**config.mk**
```make
export PLATFORM = sky130hd
export DESIGN_NAME = pe_sequencer
export DESIGN_NICKNAME = d
export VERILOG_FILES = /design/src/rtl/pe_pkg.sv /design/src/rtl/pe_result_buffer.sv /design/src/rtl/pe_sequencer.sv
export SDC_FILE = /design/constraint.sdc
export NUM_CORES = 1
export LEC_CHECK = 0
export CAP_MARGIN = 10
export CORE_ASPECT_RATIO = 1.2
export CORE_MARGIN = 2
export CORE_UTILIZATION = 50
export CTS_BUF_LIST = sky130_fd_sc_hd__clkbuf_16
export CTS_CLUSTER_DIAMETER = 100
export DETAILED_ROUTE_END_ITERATION = 12
export PLACE_DENSITY = 0.84
export SETUP_SLACK_MARGIN = 0.2
export SYNTH_ARGS = -nofsm -noshare
export SYNTH_HDL_FRONTEND = slang
export SYNTH_SLANG_ARGS = --single-unit
```
**constraint.sdc**
```tcl
create_clock -name clk -period 8.6 [get_ports clk]
set_input_delay 1.72 -clock clk [delete_from_list [all_inputs] [get_ports clk]]
set_output_delay 1.72 -clock clk [all_outputs]
set_load 0.02 [all_outputs]
```
**src/rtl/pe_pkg.sv**
```systemverilog
// Shared types and derived constants for the PE sequencer slice.
package pe_pkg;

    typedef enum logic [3:0] {
        IDLE,
        LOAD_W,
        WAIT_W,
        LOAD_A,
        WAIT_A,
        RUN,
        WAIT_C,
        DRAIN,
        DONE
    } pe_state_t;

    localparam int unsigned DEF_KERNEL_SIZE     = 3;
    localparam int unsigned DEF_ACTIVATION_SIZE = 5;

    // Word counts for a square tile and number of sliding passes per layer.
    function automatic int unsigned words_for_edge(input int unsigned edge_len);
        return edge_len * edge_len;
    endfunction

    function automatic int unsigned passes_for(input int unsigned k_size,
                                               input int unsigned a_size);
        return a_size - k_size + 1;
    endfunction

    localparam int unsigned W_WORDS    = words_for_edge(DEF_KERNEL_SIZE);
    localparam int unsigned A_WORDS    = words_for_edge(DEF_ACTIVATION_SIZE);
    localparam int unsigned NUM_PASSES = passes_for(DEF_KERNEL_SIZE, DEF_ACTIVATION_SIZE);

endpackage

```
**src/rtl/pe_result_buffer.sv**
```systemverilog
// Captures one result word per PE and streams them out in PE order.
module pe_result_buffer #(
    parameter int unsigned DATA_WIDTH = 16,
    parameter int unsigned NUM_PE     = 4,
    parameter int unsigned PE_W       = 2
) (
    input  logic                         clk,
    input  logic                         reset,
    input  logic                         capture,
    input  logic [NUM_PE*DATA_WIDTH-1:0] pe_out,
    input  logic [7:0]                   iter,
    input  logic                         out_ready,
    output logic                         out_valid,
    output logic [DATA_WIDTH-1:0]        out_data,
    output logic [PE_W-1:0]              out_pe,
    output logic [7:0]                   out_iter,
    output logic                         drain_done
);

    localparam logic [PE_W-1:0] IDX_LAST = PE_W'(NUM_PE - 1);

    logic [DATA_WIDTH-1:0] res_q [NUM_PE];
    logic                  active;
    logic [PE_W-1:0]       out_idx;

    // Snapshot all PE outputs, then walk the index on each accepted word.
    always_ff @(posedge clk) begin
        if (reset) begin
            for (int unsigned i = 0; i < NUM_PE; i++) begin
                res_q[i] <= '0;
            end
            active  <= 1'b0;
            out_idx <= '0;
        end else if (capture) begin
            for (int unsigned i = 0; i < NUM_PE; i++) begin
                res_q[i] <= pe_out[i*DATA_WIDTH +: DATA_WIDTH];
            end
            active  <= 1'b1;
            out_idx <= '0;
        end else if (active && out_ready) begin
            if (out_idx == IDX_LAST) begin
                active <= 1'b0;
            end else begin
                out_idx <= out_idx + 1'b1;
            end
        end
    end

    // Outputs are driven from registers only and read as zero while idle.
    always_comb begin
        out_valid  = active;
        out_data   = active ? res_q[out_idx] : '0;
        out_pe     = active ? out_idx : '0;
        out_iter   = active ? iter : '0;
        drain_done = active && out_ready && (out_idx == IDX_LAST);
    end

endmodule

```
**src/rtl/pe_sequencer.sv**
```systemverilog
// Loads weights/activations into each PE, runs the compute passes and
// streams results out iteration-major, PE-minor.
module pe_sequencer
    import pe_pkg::*;
#(
    parameter  int unsigned DATA_WIDTH      = 16,
    parameter  int unsigned NUM_PE          = 4,
    parameter  int unsigned KERNEL_SIZE     = 3,
    parameter  int unsigned ACTIVATION_SIZE = 5,
    localparam int unsigned PE_W            = (NUM_PE > 1) ? $clog2(NUM_PE) : 1
) (
    input  logic                         clk,
    input  logic                         reset,
    input  logic                         cfg_start,
    output logic                         busy,
    output logic                         layer_done,
    input  logic                         in_valid,
    input  logic [DATA_WIDTH-1:0]        in_data,
    output logic                         in_ready,
    output logic [NUM_PE-1:0]            pe_load_weight,
    output logic [NUM_PE-1:0]            pe_load_activation,
    output logic [DATA_WIDTH-1:0]        pe_load_data,
    output logic [NUM_PE-1:0]            pe_start,
    input  logic [NUM_PE-1:0]            pe_load_done,
    input  logic [NUM_PE-1:0]            pe_compute_done,
    input  logic [NUM_PE*DATA_WIDTH-1:0] pe_out,
    output logic                         out_valid,
    input  logic                         out_ready,
    output logic [DATA_WIDTH-1:0]        out_data,
    output logic [PE_W-1:0]              out_pe,
    output logic [7:0]                   out_iter
);

    localparam int unsigned WW     = words_for_edge(KERNEL_SIZE);
    localparam int unsigned AW     = words_for_edge(ACTIVATION_SIZE);
    localparam int unsigned PASSES = passes_for(KERNEL_SIZE, ACTIVATION_SIZE);
    localparam int unsigned CNT_W  = $clog2(WW + AW + 1);

    localparam logic [CNT_W-1:0] W_LAST    = CNT_W'(WW - 1);
    localparam logic [CNT_W-1:0] A_LAST    = CNT_W'(AW - 1);
    localparam logic [7:0]       ITER_LAST = 8'(PASSES - 1);
    localparam logic [PE_W-1:0]  PE_LAST   = PE_W'(NUM_PE - 1);

    pe_state_t         state;
    logic [PE_W-1:0]   pe_idx;
    logic [CNT_W-1:0]  word_cnt;
    logic [7:0]        iter;
    logic [NUM_PE-1:0] sticky;
    logic [NUM_PE-1:0] done_all;
    logic [NUM_PE-1:0] pe_sel;
    logic              accept;
    logic              capture;
    logic              drain_done;

    assign accept   = in_valid & in_ready;
    assign pe_sel   = NUM_PE'(1) << pe_idx;
    // A done pulse landing in the completing cycle still counts.
    assign done_all = sticky | pe_compute_done;
    assign capture  = (state == WAIT_C) && (&done_all);

    // Shared load bus: one strobe, only on an accepted word.
    always_comb begin
        pe_load_weight     = '0;
        pe_load_activation = '0;
        pe_load_data       = '0;
        if (accept) begin
            pe_load_data = in_data;
            if (state == LOAD_W) begin
                pe_load_weight = pe_sel;
            end else if (state == LOAD_A) begin
                pe_load_activation = pe_sel;
            end
        end
    end

    // Sequencer FSM; busy/in_ready/pe_start/layer_done are set on the
    // transition into the state that owns them so they are registered.
    always_ff @(posedge clk) begin
        if (reset) begin
            state      <= IDLE;
            pe_idx     <= '0;
            word_cnt   <= '0;
            iter       <= '0;
            sticky     <= '0;
            busy       <= 1'b0;
            in_ready   <= 1'b0;
            pe_start   <= '0;
            layer_done <= 1'b0;
        end else begin
            pe_start   <= '0;
            layer_done <= 1'b0;
            case (state)
                IDLE: begin
                    if (cfg_start) begin
                        state    <= LOAD_W;
                        pe_idx   <= '0;
                        word_cnt <= '0;
                        iter     <= '0;
                        busy     <= 1'b1;
                        in_ready <= 1'b1;
                    end
                end
                LOAD_W: begin
                    if (accept) begin
                        if (word_cnt == W_LAST) begin
                            word_cnt <= '0;
                            in_ready <= 1'b0;
                            state    <= WAIT_W;
                        end else begin
                            word_cnt <= word_cnt + 1'b1;
                        end
                    end
                end
                WAIT_W: begin
                    if (pe_load_done[pe_idx]) begin
                        word_cnt <= '0;
                        in_ready <= 1'b1;
                        state    <= LOAD_A;
                    end
                end
                LOAD_A: begin
                    if (accept) begin
                        if (word_cnt == A_LAST) begin
                            word_cnt <= '0;
                            in_ready <= 1'b0;
                            state    <= WAIT_A;
                        end else begin
                            word_cnt <= word_cnt + 1'b1;
                        end
                    end
                end
                WAIT_A: begin
                    if (pe_load_done[pe_idx]) begin
                        if (pe_idx != PE_LAST) begin
                            pe_idx   <= pe_idx + 1'b1;
                            in_ready <= 1'b1;
                            state    <= LOAD_W;
                        end else begin
                            pe_start <= '1;
                            state    <= RUN;
                        end
                    end
                end
                RUN: begin
                    state <= WAIT_C;
                end
                WAIT_C: begin
                    if (&done_all) begin
                        sticky <= '0;
                        state  <= DRAIN;
                    end else begin
                        sticky <= done_all;
                    end
                end
                DRAIN: begin
                    if (drain_done) begin
                        iter <= iter + 1'b1;
                        if (iter == ITER_LAST) begin
                            layer_done <= 1'b1;
                            state      <= DONE;
                        end else begin
                            pe_start <= '1;
                            state    <= RUN;
                        end
                    end
                end
                DONE: begin
                    busy  <= 1'b0;
                    state <= IDLE;
                end
                default: begin
                    state <= IDLE;
                end
            endcase
        end
    end

    pe_result_buffer #(
        .DATA_WIDTH (DATA_WIDTH),
        .NUM_PE     (NUM_PE),
        .PE_W       (PE_W)
    ) u_result_buffer (
        .clk        (clk),
        .reset      (reset),
        .capture    (capture),
        .pe_out     (pe_out),
        .iter       (iter),
        .out_ready  (out_ready),
        .out_valid  (out_valid),
        .out_data   (out_data),
        .out_pe     (out_pe),
        .out_iter   (out_iter),
        .drain_done (drain_done)
    );

endmodule

```
==> impl_metrics.py, run 1 <==
metrics = {
    "floorplan": {
        "core_region_area_um2": 9910,
        "initial_core_util": 0.507,
        "fp.dieW_um": 95.5,
        "placement_rows": 40,
        "die_y_um": 114,
        "ioPinCount": 151,
        "total_die_area_um2": 10900,
    },
    "global_routing": {
        "groute.usage.overall": 0.210,
        "gr-total-overflow": 0,
        "grt_antenna_before_repair": 0,
        "number_of_global_route_vias_before_repair": 3800,
        "first_pass_grt_wire_length_um": 17600,
        "maximum_number_of_pins_on_one_net_before_global_route_repair": 72,
    },
    "clocking": {
        "post_cts_resized": 0,
        "ctsHoldBuffers": 0,
        "tritoncts": "yes",
        "cts_max_path_buffers": 2,
        "cts_made_buffers": 9,
        "numClockSinks": 97,
        "post_cts.repair.setup_buffers": 0,
        "clock_tree.root_cell": "sky130_fd_sc_hd__clkbuf_16",
        "clock_insertion_delay_worst_skew_ns": 0.34,
        "path_clk_slew_ns": 0.06,
        "number_of_levels_in_the_clock_h_tree": 3,
    },
    "critical_path": {
        "cp-start-kind": "primary input",
        "critical_path.reg2reg.endpoint": "u_result_buffer.res_q[0][14]",
        "timing.critical_path.required_ns": 6.88,
        "endpoint_type_of_the_worst_setup_path": "primary output",
        "reg2reg_depth": 4,
        "setup.worst_path.class": "in2out",
        "launching_point_of_the_worst_reg2reg_path": "state[1]",
        "rrSetupSlack_ns": 5.92,
        "worstPathArrival_ns": 3.59,
        "worst_path_maximum_fanout": 18,
    },
    "finish": {
        "synthToLayoutAreaGrowth_pct": 35.5,
        "post_route_standard_cell_area_excluding_fillers_um2": 6810,
        "postLayoutCoreUtil": 0.687,
        "number_of_antenna_repair_diodes": 0,
        "drive_gt1_frac": 0.0808,
        "nets": 667,
    },
    "hold_path": {
        "timing.hold.worst_endpoint": "sticky[3]",
        "hold_path.class": "reg2reg",
        "worstHoldPathCells": 2,
        "holdCritStartpoint": "sticky[3]",
    },
    "route": {
        "routedWlPerCell_um": 16.0,
        "route.final.wire_length_um": 11100,
        "avgViaCountPerCell": 5.53,
        "drc_errors": 0,
        "ant_nets": 0,
        "drt_first_iter_violations": 150,
        "drtPass1Iterations": 4,
        "via_count": 3840,
    },
    "sta": {
        "skew_final_ns": 0.00948,
        "timing.slew.headroom": 0.318,
        "setup_total_negative_slack_ns": 0,
        "final-max-slew-violation-count": 0,
        "grt_setup_unrepaired": "false",
        "timing.final.crit_period_ns": 5.31,
        "fmax_mhz": 188,
        "finalCritPeriodShare": 0.618,
        "final-setup-viol-count": 0,
        "timing_hold_violations_final": 0,
        "timing_worst_slew_pin_value_ns": 1.02,
    },
    "placement": {
        "finalWeightedCongestion": 0.817,
        "hpwl_um": 7920,
        "dpl_cell_area_um2": 6520,
        "io_buffer_count": 150,
    },
    "yosys": {
        "synthesis.area_um2": 5030,
        "synth_edf_count": 64,
        "syn-mean-instance-area_um2": 11.6,
        "yosys_warnings": 0,
        "synth_async_sr_flop_share": 0,
        "yosys.area.top_type_share": 0.382,
        "synth_largest_area_cell": "sky130_fd_sc_hd__edfxtp_1",
        "ys_types": 57,
        "synthesis.instances": 435,
        "synth-seq-area-share": 0.514,
        "synth_fp_nets": 537,
        "synth.ff_latch_count": 97,
        "yosys_most_used_dff": "sky130_fd_sc_hd__edfxtp_1",
        "yosys-top-cells-area": "sky130_fd_sc_hd__edfxtp_1 38%, sky130_fd_sc_hd__dfxtp_1 13%, sky130_fd_sc_hd__and2_1 11%, sky130_fd_sc_hd__mux4_2 7.6%, sky130_fd_sc_hd__and3_1 3.2%",
    },
    "job": {
        "maximum_capacitance_violations": 0,
    },
    "power_and_ir_drop": {
        "totalPowerFinal_mw": 1.16,
        "power_leakage_nw": 2.47,
        "ir_worst_vdd_mv": 0.127,
        "power_density_nw_per_um2": 170,
    },
    "status": {
        "run_status": "finished, final reports clean",
    },
}
worst max-delay path by stage:
stage / start / to / slack (ns) / depth (start not counted)
finish: in_valid / pe_load_activation[2] / 3.29 / 4
global route: in_valid / pe_load_weight[0] / 3.17 / 4
CTS: in_valid / pe_load_weight[0] / 3.30 / 4
detailed placement: in_valid / pe_load_weight[0] / 3.30 / 4
global placement: in_valid / pe_load_weight[1] / 3.40 / 4
floorplan: reset / u_result_buffer.res_q[0][0] / 3.83 / 3
routing by layer:
layer,part of all wire,global-route usage,wire length (um),up-vias
met5,0,0,0,-
met4,0.020,0.0762,221,0
met3,0.080,0.0581,890,15
met2,0.51,0.371,5710,168
met1,0.39,0.241,4270,1808
li1,-,-,-,1849
critical path, stage by stage:
cell and delay, ns:
sky130_fd_sc_hd__clkdlybuf4s50_1 0.73, sky130_fd_sc_hd__and2_1 0.33, sky130_fd_sc_hd__and3_1 0.20, sky130_fd_sc_hd__clkdlybuf4s50_1 0.61
cells in the mapped netlist (5+ instances only):
cell type	count
sky130_fd_sc_hd__nand2b_1	5
sky130_fd_sc_hd__and3_1	26
sky130_fd_sc_hd__a21oi_1	19
sky130_fd_sc_hd__nand2_1	13
sky130_fd_sc_hd__nor2_1	17
sky130_fd_sc_hd__edfxtp_1	64
sky130_fd_sc_hd__mux4_2	17
sky130_fd_sc_hd__nand3_1	10
sky130_fd_sc_hd__o21ai_0	14
sky130_fd_sc_hd__dfxtp_1	33
sky130_fd_sc_hd__nand3b_1	5
sky130_fd_sc_hd__a31oi_1	5
sky130_fd_sc_hd__ha_1	9
sky130_fd_sc_hd__mux2i_1	5
sky130_fd_sc_hd__inv_1	8
sky130_fd_sc_hd__and2_1	92
sky130_fd_sc_hd__or4_1	5
sky130_fd_sc_hd__clkbuf_1	19
state kept, by name (all words and copies together), names as in the netlist, 2 cells and up, named ones only:
signal / cells
state: 4
pe_idx: 2
sticky: 4
u_result_buffer.res_q: 64
iter: 8
u_result_buffer.out_idx: 2
word_cnt: 6
where the power goes:
group          switching (mW)  total (mW)  internal, mW  leakage (nW)
clock network           0.171       0.366         0.195         0.132
logic                   0.120       0.240         0.120          1.41
registers              0.0396       0.554         0.515         0.927
total                   0.331        1.16         0.830          2.47
kinds of logic (layout without fill, tap and decap cells):
group / after synthesis / count (layout) / synth area share
AND/OR/NAND/NOR: 205 / 205 / 0.253
flip-flops: 97 / 97 / 0.514
AO/OA/AOI/OAI: 58 / 58 / 0.0764
buffers and inverters: 40 / 174 / 0.0413
multiplexers: 22 / 22 / 0.0861
adder cells (fa/ha/maj): 9 / 9 / 0.0224
XOR/XNOR: 4 / 4 / 0.00697
layout make-up:
type                       count  area, um2
sequential                    97       2580
clock buffer                   9        225
timing repair buffer         151       1530
tap                          126        158
inverter                       8       30.0
fill                         715       3100
multi-input combinational    298       2240
clock inverter                 6       43.8
cell usage in the layout (no fill, tap or decap), types with 2 or more instances in the layout:
cell                              synthesis  routed
sky130_fd_sc_hd__a31oi_1                  5       5
sky130_fd_sc_hd__and3_1                  26      26
sky130_fd_sc_hd__nand2b_1                 5       4
sky130_fd_sc_hd__o41ai_1                  2       2
sky130_fd_sc_hd__nor2_1                  17      17
sky130_fd_sc_hd__a21oi_1                 19      19
sky130_fd_sc_hd__mux2i_1                  5       5
sky130_fd_sc_hd__dfxtp_1                 33      33
sky130_fd_sc_hd__clkinv_4                 0       2
sky130_fd_sc_hd__xnor2_1                  2       2
sky130_fd_sc_hd__or4_1                    5       5
sky130_fd_sc_hd__a2bb2oi_1                2       2
sky130_fd_sc_hd__xor2_1                   2       2
sky130_fd_sc_hd__nand4_1                  4       4
sky130_fd_sc_hd__clkinv_2                 0       2
sky130_fd_sc_hd__clkbuf_16                0       9
sky130_fd_sc_hd__inv_1                    8       8
sky130_fd_sc_hd__nor4_1                   4       4
sky130_fd_sc_hd__or3_1                    2       2
sky130_fd_sc_hd__and2_1                  92      92
sky130_fd_sc_hd__nor3_1                   4       4
sky130_fd_sc_hd__edfxtp_1                64      64
sky130_fd_sc_hd__nand3b_1                 5       5
sky130_fd_sc_hd__o31ai_1                  4       4
sky130_fd_sc_hd__nand3_1                 10      10
sky130_fd_sc_hd__o22a_1                   2       2
sky130_fd_sc_hd__mux4_2                  17      17
sky130_fd_sc_hd__nor2b_1                  4       4
sky130_fd_sc_hd__clkdlybuf4s50_1          0     150
sky130_fd_sc_hd__a2111oi_0                2       2
sky130_fd_sc_hd__nand2_1                 13      13
sky130_fd_sc_hd__ha_1                     9       9
sky130_fd_sc_hd__o21ai_0                 14      14
through the flow:
step | hold slack [ns] | std cells | setup WS, ns
2_1_floorplan | 0.437 | 435 | 3.83
3_3_place_gp | 0.447 | 679 | 3.40
3_5_place_dp | 0.461 | 679 | 3.30
4_1_cts | 0.471 | 694 | 3.30
5_1_grt | 0.506 | 695 | 3.17
6_report | 0.474 | 695 | 3.29
No activity file was read; power rests on OpenSTA's default activity.
==> run 2: changes to the inputs <==
--- a/config.mk
+++ b/config.mk
@@ -8,11 +8,11 @@
 export CAP_MARGIN = 10
 export CORE_ASPECT_RATIO = 1.2
 export CORE_MARGIN = 2
-export CORE_UTILIZATION = 50
+export CORE_UTILIZATION = 43
 export CTS_BUF_LIST = sky130_fd_sc_hd__clkbuf_16
 export CTS_CLUSTER_DIAMETER = 100
 export DETAILED_ROUTE_END_ITERATION = 12
-export PLACE_DENSITY = 0.84
+export PLACE_DENSITY = 0.77
 export SETUP_SLACK_MARGIN = 0.2
 export SYNTH_ARGS = -nofsm -noshare
 export SYNTH_HDL_FRONTEND = slang
==> constraint.sdc (replaced) <==
create_clock -name clk -period 4.3 [get_ports clk]
set_input_delay 0.86 -clock clk [delete_from_list [all_inputs] [get_ports clk]]
set_output_delay 0.86 -clock clk [all_outputs]
set_load 0.02 [all_outputs]
==> run 2 against run 1 <==
- non-clock buffer count increased by 3
- register-to-register slack worse by 4.3 ns
- sequential power rose by 100%
- core utilization down 8.8 points
- combinational power grew 100%
- final cell count is 5.0% higher
- largest power group unchanged
- highest routed layer unchanged
==> impl_metrics.py, run 2 (synthesis results as in run 1) <==
metrics = {
    "critical_path": {
        "endpoint_type_of_the_worst_setup_path": "primary output",
        "cp_slowest_stage_delay_ns": 0.69,
        "worst_path_maximum_fanout": 15,
        "cp-start-kind": "flip-flop",
        "critPathBufInv": 2,
        "cp_top_family": "buffers and inverters",
        "setup.worst_path.class": "reg2out",
        "timing.critical_path.required_ns": 3.44,
        "worstPathArrival_ns": 2.66,
        "crit_chain": "inv_1, nor4_1, and3_1, clkdlybuf4s50_1",
        "slowest_stage": "sky130_fd_sc_hd__dfxtp_1",
    },
    "clocking": {
        "post_cts.repair.setup_buffers": 0,
        "numClockSinks": 97,
        "post_cts_resized": 0,
        "cts_made_buffers": 9,
        "ctsHoldBuffers": 0,
        "clock_tree.root_cell": "sky130_fd_sc_hd__clkbuf_16",
        "clock_insertion_delay_worst_skew_ns": 0.34,
        "path_clk_slew_ns": 0.07,
        "number_of_levels_in_the_clock_h_tree": 3,
        "cts_max_path_buffers": 2,
        "tritoncts": "yes",
    },
    "global_routing": {
        "number_of_global_route_vias_before_repair": 3799,
        "gr-total-overflow": 0,
        "grt_antenna_before_repair": 0,
        "first_pass_grt_wire_length_um": 17100,
        "maximum_number_of_pins_on_one_net_before_global_route_repair": 72,
        "groute.usage.overall": 0.173,
    },
    "finish": {
        "number_of_antenna_repair_diodes": 0,
        "nets": 670,
        "largest_reg_flops": 64,
        "most-common-layout-cells": "150 x sky130_fd_sc_hd__clkdlybuf4s50_1, 92 x sky130_fd_sc_hd__and2_1, 64 x sky130_fd_sc_hd__edfxtp_1",
        "post_route_standard_cell_area_excluding_fillers_um2": 6870,
        "finish.cell_count_without_fillers": 730,
        "synthToLayoutAreaGrowth_pct": 36.7,
        "drive_gt1_frac": 0.0873,
        "layout_commonest_cell": "sky130_fd_sc_hd__clkdlybuf4s50_1",
        "max_flop_register": "u_result_buffer.res_q",
        "fill_count": 961,
        "biggestRegsByFlops": "u_result_buffer.res_q: 64 flops, iter: 8 flops, word_cnt: 6 flops",
    },
    "sta": {
        "timing_worst_slew_pin_value_ns": 0.950,
        "final-max-slew-violation-count": 0,
        "finalCritPeriodShare": 0.820,
        "final-setup-viol-count": 0,
        "grt_setup_unrepaired": "false",
        "fmax_mhz": 284,
        "timing.slew.headroom": 0.365,
        "timing.final.crit_period_ns": 3.52,
        "timing_hold_violations_final": 0,
        "skew_final_ns": 0.00811,
        "setup_total_negative_slack_ns": 0,
    },
    "placement": {
        "dp.cells": 714,
        "finalWeightedCongestion": 0.811,
        "hpwl_um": 7970,
        "dpl_cell_area_um2": 6580,
        "io_buffer_count": 150,
    },
    "power_and_ir_drop": {
        "ir_worst_vdd_mv": 0.220,
        "power_leakage_nw": 2.49,
        "power_density_nw_per_um2": 343,
    },
    "route": {
        "drc_errors": 0,
        "routedWlPerCell_um": 14.8,
        "drt_first_iter_violations": 127,
        "ant_nets": 0,
        "route.final.wire_length_um": 10800,
        "via_count": 3799,
        "avgViaCountPerCell": 5.20,
        "drtPass1Iterations": 5,
    },
    "hold_path": {
        "hold_path.class": "reg2reg",
    },
    "floorplan": {
        "die_y_um": 122,
        "core_region_area_um2": 11500,
        "ioPinCount": 151,
        "fp.dieW_um": 103,
        "total_die_area_um2": 12600,
        "initial_core_util": 0.439,
        "placement_rows": 43,
    },
    "status": {
        "run_status": "finished, final reports clean",
    },
    "job": {
        "maximum_capacitance_violations": 0,
    },
}
## run 2: changes by cell type in the layout (fill, tap and decap cells not counted)
cell and change:
sky130_fd_sc_hd__clkinv_4 -1, sky130_fd_sc_hd__inv_8 +2, sky130_fd_sc_hd__inv_6 +1, sky130_fd_sc_hd__clkinv_2 -1
sky130_fd_sc_hd__buf_16 -1, sky130_fd_sc_hd__buf_4 +4
## run 2: metrics by stage
step | total power [mW] | util | setup slack (ns) | hold slack [ns]
6_report | 2.36 | 0.600 | 0.776 | 0.474
5_1_grt | 2.46 | 0.600 | 0.572 | 0.497
4_1_cts | 2.37 | 0.600 | 0.792 | 0.473
3_5_place_dp | 1.61 | 0.575 | 0.844 | 0.458
3_3_place_gp | 1.59 | 0.575 | 0.918 | 0.447
2_1_floorplan | 1.43 | - | 0.388 | 0.437
## run 2: layer usage
layer / routed length, um / global-route usage
met1: 4240 / 0.198
met2: 5700 / 0.316
met3: 699 / 0.0387
met4: 149 / 0.0567
met5: 0 / 0
## run 2: worst min-delay path, delay by kind of cell, from the launching register on
kind	cells	cell delay, ns
flip-flops	1	0.33
AO/OA/AOI/OAI	1	0.04
AND/OR/NAND/NOR	1	0.07
## run 2: final cells by class
class                           count  area (um2)  share of cell area
Sequential cell                    97        2580               0.376
Timing Repair Buffer              154        1530               0.223
Inverter                            8        30.0             0.00437
Clock inverter                      7        61.3             0.00892
Clock buffer                        9         225              0.0328
Multi-Input combinational cell    298        2240               0.327
Tap cell                          157         196              0.0286
## run 2: final timing paths
| check | end | slack [ns] | depth (start not counted) | startpoint |
|---|---|---|---|---|
| setup / recovery | pe_load_weight[2] | 0.78 | 4 | state[0] |
| hold / removal | sticky[3] | 0.47 | 2 | sticky[3] |
| setup reg to reg | u_result_buffer.res_q[3][3] | 1.59 | 4 | state[1] |
| hold reg to reg | sticky[3] | 0.47 | 2 | sticky[3] |
## run 2: power by group
group | internal [mW] | total (mW) | switching, mW
Combinational | 0.241 | 0.486 | 0.245
Clock | 0.404 | 0.765 | 0.360
Sequential | 1.03 | 1.11 | 0.0776
Total | 1.67 | 2.36 | 0.683
==> RTL edit: new RTL, settings of run 2 <==
Encoding of `pe_state_t`: now Gray code (4 bits for 9 states).
--- a/src/rtl/pe_pkg.sv
+++ b/src/rtl/pe_pkg.sv
@@ -2,15 +2,15 @@
 package pe_pkg;
 
     typedef enum logic [3:0] {
-        IDLE,
-        LOAD_W,
-        WAIT_W,
-        LOAD_A,
-        WAIT_A,
-        RUN,
-        WAIT_C,
-        DRAIN,
-        DONE
+        IDLE   = 4'b0000,
+        LOAD_W = 4'b0001,
+        WAIT_W = 4'b0011,
+        LOAD_A = 4'b0010,
+        WAIT_A = 4'b0110,
+        RUN    = 4'b0111,
+        WAIT_C = 4'b0101,
+        DRAIN  = 4'b0100,
+        DONE   = 4'b1100
     } pe_state_t;
 
     localparam int unsigned DEF_KERNEL_SIZE     = 3;
Function: same outputs for any inputs over 10 cycles, from zero or initial values and one cycle with reset high; not proved beyond that.
==> RTL edit against run 2 <==
Synthesized area down 1.9%; sequential share of layout area is essentially flat; hold slack better by 0.017 ns; sequential cell count unchanged; fmax is 2.6% lower; non-clock buffer count increased by 2; utilization increased by 1.9 points; design area is 0.13% lower; setup slack got worse by 0.093 ns; wire length fell by 1.9%; register-to-register slack better by 0.18 ns; total power grew 4.8%; critical endpoint unchanged; highest routed layer unchanged.
==> RTL edit: results <==
outcome:
  status: "finished, final reports clean"
worst_setup_path:
  reg2reg_depth: 5
  crit_fanout: 17
  r2r_start: "state[0]$_SDFFE_PP0P_"
  r2r_slack_ns: 1.77
  arrival_ns: 2.76
power_and_ir_drop:
  p_clk_frac: 0.320
  switching_share: 0.281
  ir_drop_uv: 244
grt:
  grt_max_degree: 65
  track_usage: 0.179
  grt_pass1_wl_mm: 17.2
  grt_pass1_vias: 3741
routing:
  drt_iter0_markers: 117
  avgViaCountPerCell: 5.02
  drt_wl_total_mm: 10.6
synthesis:
  ys_top_cells_by_count: "91 x and2_1, 64 x edfxtp_1, 33 x dfxtp_1, 31 x nor2_1, 25 x and3_1"
  synth_xor_area_frac: 0.0160
  synthTopCellsByArea: "edfxtp_1 39%, dfxtp_1 13%, and2_1 12%, mux4_2 7.8%, and3_1 3.2%"
  synth.net_count: 527
  muxShareOfSynthArea: 0.0919
  yosys.area_share.adder: 0.0228
  synth-compound-area-share: 0.0596
  ys_seq_area_frac: 0.524
cells_and_area:
  fin_nets: 666
  drive_gt1_frac: 0.0914
timing:
  fin_skew_ns: 0.00875
placed_design:
  place_congestion: 0.811
  hpwl_mm: 7.81
RTL edit: metrics by stage:
stage | worst slack, ns | std cells | hold slack, ns | utilization | power [mW]
2_1_floorplan | 0.731 | 425 | 0.437 | - | 1.50
3_3_place_gp | 0.727 | 707 | 0.448 | 0.592 | 1.69
3_5_place_dp | 0.668 | 707 | 0.466 | 0.592 | 1.70
4_1_cts | 0.668 | 723 | 0.489 | 0.619 | 2.49
5_1_grt | 0.538 | 723 | 0.526 | 0.619 | 2.59
6_report | 0.683 | 723 | 0.491 | 0.619 | 2.47
RTL edit: worst register-to-register path: cells and delay by family (launching register included):
family	cells	cell delay, ns
buffers and inverters	1	0.27
flip-flops	1	0.66
AND/OR/NAND/NOR	4	1.31
RTL edit: how the worst max path moves through the flow:
| stage | start | endpoint | slack, ns | depth (start not counted) |
|---|---|---|---|---|
| 2_1_floorplan | pe_compute_done[0] | u_result_buffer.res_q[0][0]$_SDFFCE_PN0P_ | 0.73 | 5 |
| 5_1_grt | in_valid | pe_load_weight[2] | 0.54 | 4 |
| 6_report | in_valid | pe_load_weight[2] | 0.68 | 4 |
| 3_3_place_gp | in_valid | pe_load_activation[1] | 0.73 | 4 |
| 4_1_cts | in_valid | pe_load_activation[1] | 0.67 | 4 |
| 3_5_place_dp | in_valid | pe_load_activation[1] | 0.67 | 4 |
RTL edit: layout make-up:
class,instances,area [sq um]
Fill cell,906,4230
Inverter,9,33.8
Clock buffer,9,225
Sequential cell,97,2580
Clock inverter,7,70.1
Timing Repair Buffer,156,1570
Multi-Input combinational cell,291,2190
Tap cell,154,193
RTL edit: metal layers:
layer | vias up | global-route usage | wire (microns)
met5 | - | 0 | 0
met4 | 0 | 0.0557 | 137
met3 | 10 | 0.0444 | 760
met2 | 135 | 0.325 | 5450
met1 | 1683 | 0.205 | 4240
li1 | 1803 | - | -
